**config.mk**
```make
export PLATFORM = sky130hd
export DESIGN_NAME = seq_derotator
export DESIGN_NICKNAME = d
export VERILOG_FILES = /design/src/rtl/derot_pkg.sv /design/src/rtl/rot_step.sv /design/src/rtl/seq_derotator.sv
export SDC_FILE = /design/constraint.sdc
export NUM_CORES = 1
export LEC_CHECK = 0
export ABC_CLOCK_PERIOD_IN_PS = 4450
export BUFFER_PORTS_ARGS = -buffer_cell sky130_fd_sc_hd__buf_2
export CAP_MARGIN = 20
export CELL_PAD_IN_SITES_DETAIL_PLACEMENT = 0
export CELL_PAD_IN_SITES_GLOBAL_PLACEMENT = 2
export CORE_ASPECT_RATIO = 0.6
export CORE_MARGIN = 2
export CORE_UTILIZATION = 35
export CTS_CLUSTER_SIZE = 25
export DETAILED_ROUTE_END_ITERATION = 8
export PLACE_DENSITY_LB_ADDON = 0.1
export SYNTH_ARGS = -nofsm -noshare
export SYNTH_HDL_FRONTEND = slang
export SYNTH_SLANG_ARGS = --single-unit
```
**constraint.sdc**
```tcl
create_clock -name clk -period 4.45 [get_ports clk]
set_clock_uncertainty 0.15 [all_clocks]
set_input_delay 0.6675 -clock clk [delete_from_list [all_inputs] [get_ports clk]]
set_output_delay 0.6675 -clock clk [all_outputs]
set_load 0.005 [all_outputs]
```
**src/rtl/derot_pkg.sv**
```systemverilog
// derot_pkg: shared states, direction encoding and default sizes for seq_derotator
package derot_pkg;
  typedef enum logic [1:0] {IDLE, ROTATE, DONE} state_t;
  localparam logic DIR_LEFT = 1'b1;
  localparam logic DIR_RIGHT = 1'b0;
  localparam int WIDTH_D = 8;
  localparam int AMT_W_D = 3;
endpackage

```
**src/rtl/rot_step.sv**
```systemverilog
// rot_step: combinational rotate of a word by a (one-hot) step in a given direction
module rot_step #(
  parameter int WIDTH = 8,
  parameter int AMT_W = 3
) (
  input  logic [WIDTH-1:0] data,
  input  logic [AMT_W-1:0] step,
  input  logic             left,
  output logic [WIDTH-1:0] result
);
  logic [2*WIDTH-1:0] dd;
  logic [AMT_W-1:0] amt;
  assign dd = {data, data};
  // a left rotate by s is a right rotate by (WIDTH - s) mod WIDTH
  assign amt = left ? '0 - step : step;
  assign result = WIDTH'(dd >> amt);
endmodule

```
**src/rtl/seq_derotator.sv**
```systemverilog
// seq_derotator: multi-cycle inverse of the barrel rotator over valid/ready.
// DEROT_LOG_STEP_EN: step by the highest set bit of count instead of by one.
module seq_derotator
  import derot_pkg::*;
#(
  parameter int WIDTH = WIDTH_D,
  parameter int AMT_W = AMT_W_D
) (
  input  logic             clk,
  input  logic             rst_n,
  input  logic             in_valid,
  output logic             in_ready,
  input  logic [WIDTH-1:0] in_data,
  input  logic             in_lr,
  input  logic [AMT_W-1:0] in_amount,
  output logic             out_valid,
  input  logic             out_ready,
  output logic [WIDTH-1:0] out_data,
  output logic             busy
);
  state_t state, state_nxt;
  logic [WIDTH-1:0] shreg, rotated, out_q;
  logic [AMT_W-1:0] count, step, count_nxt;
  logic dir;
  rot_step #(.WIDTH(WIDTH), .AMT_W(AMT_W)) u_step (
    .data(shreg),
    .step(step),
    .left(dir == DIR_RIGHT),
    .result(rotated)
  );
`ifdef DEROT_LOG_STEP_EN
  always_comb begin
    step = '0;
    for (int i = 0; i < AMT_W; i++)
      if (count[i]) step = AMT_W'(1) << i;
  end
`else
  assign step = AMT_W'(1);
`endif
  assign count_nxt = count - step;
  assign in_ready = (state == IDLE) && rst_n;
  assign busy = state != IDLE;
  assign out_valid = state == DONE;
  assign out_data = out_q;
  always_comb begin
    state_nxt = IDLE;
    case (state)
      IDLE: state_nxt = in_valid ? (in_amount == '0 ? DONE : ROTATE) : IDLE;
      ROTATE: state_nxt = count_nxt == '0 ? DONE : ROTATE;
      DONE: state_nxt = out_ready ? IDLE : DONE;
      default: state_nxt = IDLE;
    endcase
  end
  always_ff @(posedge clk) begin
    if (!rst_n) begin
      state <= IDLE;
      shreg <= '0;
      count <= '0;
      out_q <= '0;
      dir <= DIR_RIGHT;
    end else begin
      state <= state_nxt;
      if (state == IDLE && in_valid) begin
        shreg <= in_data;
        dir <= in_lr;
        count <= in_amount;
        if (in_amount == '0) out_q <= in_data;
      end else if (state == ROTATE) begin
        shreg <= rotated;
        count <= count_nxt;
        if (count_nxt == '0) out_q <= rotated;
      end
    end
  end
endmodule

```
==> metrics.log <==
[metrics] result of the run: completed
[metrics] routed length per instance: 17.0 um
[metrics] buffer cell driving the clock tree root: sky130_fd_sc_hd__clkbuf_8
[metrics] share of synthesized area occupied by flip-flops and latches: 0.338
[metrics] number of antenna-violating nets in the routed design: 0
[metrics] Chip Width: 82.7 um
[metrics] Site Rows: 17
[metrics] area used by multi-input combinational logic: 758 um^2
[metrics] critical path's slowest cell: sky130_fd_sc_hd__dfxtp_1
[metrics] die area: 4240 um^2
[metrics] Power Dens Cells: 366 nW/um^2
[metrics] antenna violations before repair: 0
[metrics] core region area: 3620 um^2
[metrics] gate count after technology mapping: 134
[metrics] starting density of the core: 0.360
[metrics] cell count after placement: 195
[metrics] Critical Path RT: 3.63 ns
[metrics] routed via count divided by cell count: 5.43
[metrics] setup tns final: 0 ns
[metrics] Hold Path Class: reg2reg
[metrics] I/O pin count: 27
[metrics] wire length reported by the detailed router: 3.38 mm
[metrics] count of inserted antenna diode cells: 0
[metrics] Vias: 1,081
[metrics] Final Max Tran Viols: 0
[metrics] post-placement worst setup slack: 1.92 ns
[metrics] post-CTS sizing: 0
[metrics] maximum operating frequency: 0.414 GHz
[metrics] synth unique cells: 36
[metrics] mean instance size in the synthesized netlist: 9.71 um^2
[metrics] number of buffers added to fix hold violations after cts: 0
[metrics] Power, Total: 0.000541 W
[metrics] buffers inserted by post-CTS timing repair: 0
[metrics] Period minus WS final: 2.41 ns
[metrics] CTS tree: yes
[metrics] combined global-route utilization of all metal layers: 0.171
[metrics] relative max-transition margin: 0.414
[metrics] placed wire-length estimate: 2.38 mm
[metrics] post-synthesis share of cell area spent on and, or, nand and nor gates: 0.199
[metrics] Yosys Warn Count: 0
[metrics] post-synthesis share of cell area spent on xor and xnor gates: 0.00673
[metrics] TritonCTS Sinks: 22
[metrics] die span in y: 51.2 um
[metrics] highest net fanout along the worst path: 22
[metrics] number of buffers added by the clock tree synthesis step: 3
[metrics] synthesized net count: 152
[metrics] Layout Nets: 171
[metrics] area added between synthesis and finish: 13.6%
[metrics] Async S/R FF share, synth: 0
[metrics] Seq cells post-synth: 22
[metrics] TritonRoute pass-1 iters: 4
[metrics] H-tree lvl count: 1
[metrics] non-filler instance count after layout: 199
[metrics] first-pass GRT wire length: 5.31 mm
[metrics] actual slew at the worst max-slew pin: 0.878 ns
[metrics] multiplexer area fraction after synthesis: 0.138
[metrics] RSZ-0062 raised after global routing: no
[metrics] via count of the first global-routing pass: 1,040
[metrics] post-layout util: 0.409
[metrics] static leakage: 0.628 nW
[metrics] Crit. End Element: output pin
[metrics] number of buffer and inverter instances along the worst setup path: 1
[metrics] Hold Violations, Final: 0
[metrics] worst setup slack after layout: 2.04 ns
[metrics] final-report setup violation count: 0
[metrics] kind of launch point of the worst setup path: register
[metrics] total overflow reported by the global router: 0
[metrics] area share of fa/ha/maj cells after synthesis: 0.0192
[metrics] final routed DRC violation total: 0
[metrics] total standard cell area after synthesis: 1300 um^2
[metrics] routability congestion estimate: 0.754
[metrics] category of cells accounting for the largest share of critical-path delay: flip-flops
[metrics] Bufs on Longest Clock Path: 2
[metrics] Worst VDD drop: 0.132 mV
[metrics] EDFF count, synth: 0
[metrics] fraction of final layout cells with drive strength greater than 1: 0.342
[metrics] CTS clk-pin slew, worst paths: 0.09 ns
[metrics] Most used DFF post-synth: sky130_fd_sc_hd__dfxtp_1
[metrics] count of buffers from port buffering: 26
[metrics] clock latency at the later pin of the worst-skew pair: 0.27 ns
[metrics] fraction of the mapped netlist area in compound gates: 0.219
[metrics] Reg area: 440 um^2
[metrics] Initial DRC Count: 77
[metrics] pin count of the biggest net entering global routing: 23
[metrics] dominant combinational cell family by area after synthesis: compound AO/OA/AOI/OAI gates
[metrics] period utilization: 0.542
[metrics] fill cell count: 375
[metrics] Crit Path Class: reg2out
[metrics] max-capacitance violation count: 0
[metrics] Worst Path Arrival: 1.60 ns
[metrics] Critical Path, Cell by Cell: or2_2, nor2_1, buf_2
[metrics] peak per-stage delay on the critical path: 0.90 ns
## kinds of logic after synthesis
| logic type | Yosys count |
|---|---|
| multiplexers | 17 |
| AND/OR/NAND/NOR | 37 |
| AO/OA/AOI/OAI | 38 |
| flip-flops | 22 |
| adder cells (fa/ha/maj) | 2 |
| XOR/XNOR | 1 |
| buffers and inverters | 17 |
## cell usage in the layout, fill, tap and decap left out, types with 2 or more instances in the layout
cell	synthesis	routed
sky130_fd_sc_hd__a21oi_1	12	12
sky130_fd_sc_hd__o21ai_0	3	3
sky130_fd_sc_hd__dfxtp_1	22	22
sky130_fd_sc_hd__or4b_4	7	7
sky130_fd_sc_hd__o211ai_1	16	16
sky130_fd_sc_hd__buf_2	4	26
sky130_fd_sc_hd__mux2_2	8	8
sky130_fd_sc_hd__nor2_1	2	2
sky130_fd_sc_hd__ha_1	2	2
sky130_fd_sc_hd__clkbuf_8	0	3
sky130_fd_sc_hd__mux2i_1	9	9
sky130_fd_sc_hd__nand2_1	16	16
sky130_fd_sc_hd__inv_1	5	5
## synth_stat cells, drive strengths merged, types with 2 or more instances
library cell,instances,area (um^2)
dfxtp,22,440
nand2,16,60.1
o211ai,16,120
a21oi,12,60.1
buf,11,80.1
mux2i,9,90.1
mux2,8,90.1
or4b,8,106
inv,5,18.8
o21ai,3,15.0
a221oi,2,35.0
ha,2,25.0
nor2,2,7.51
nor3b,2,26.3
## final cells by class
class,instances,share of cell area
clock buffer,3,0.0279
sequential,22,0.298
inverter,5,0.0127
multi-input combinational,95,0.513
tap,47,0.0398
clock inverter,1,0.0203
timing repair buffer,26,0.0881
## power breakdown
| group | total [W] | switching [W] | internal [W] |
|---|---|---|---|
| clock network | 0.000192 | 0.0000715 | 0.000120 |
| logic | 0.000114 | 0.0000584 | 0.0000552 |
| registers | 0.000236 | 0.0000227 | 0.000213 |
## registers in the layout, summed over array words and instances (netlist names)
signal    flops
count         3
dir           1
out_data      8
shreg         8
state         2
## per-stage QoR
step                      hold WS (ns)  area, um^2
after floorplan                  0.293        1300
after global placement           0.300        1410
after detailed placement         0.299        1410
after CTS                        0.317        1480
after global routing             0.347        1480
final                            0.311        1480
## worst register-to-register path: cells and delay by family, from the launching register on
kind	cells	cell delay, ns
DFF	1	0.60
AOI/OAI and AO/OA	2	0.70
and+or+nand+nor	1	0.77
## worst paths after layout
path                             startpoint     endpoint  slack, ns  cells past startpoint
worst max-delay path               state[0]     in_ready       2.04                      3
worst min-delay path            out_data[7]  out_data[7]       0.31                      2
worst max register to register     state[0]     state[1]       2.15                      3
worst min register to register  out_data[7]  out_data[7]       0.31                      2
## per-layer routing
layer / part of all wire / track usage / wire (um) / up-vias
li1: - / - / - / 530
met1: 0.56 / 0.273 / 1900 / 521
met2: 0.38 / 0.230 / 1280 / 26
met3: 0.050 / 0.0424 / 168 / 4
met4: 0.0086 / 0.0246 / 29 / 0
met5: 0 / 0 / 0 / -
(Power assumes the default switching activity.)
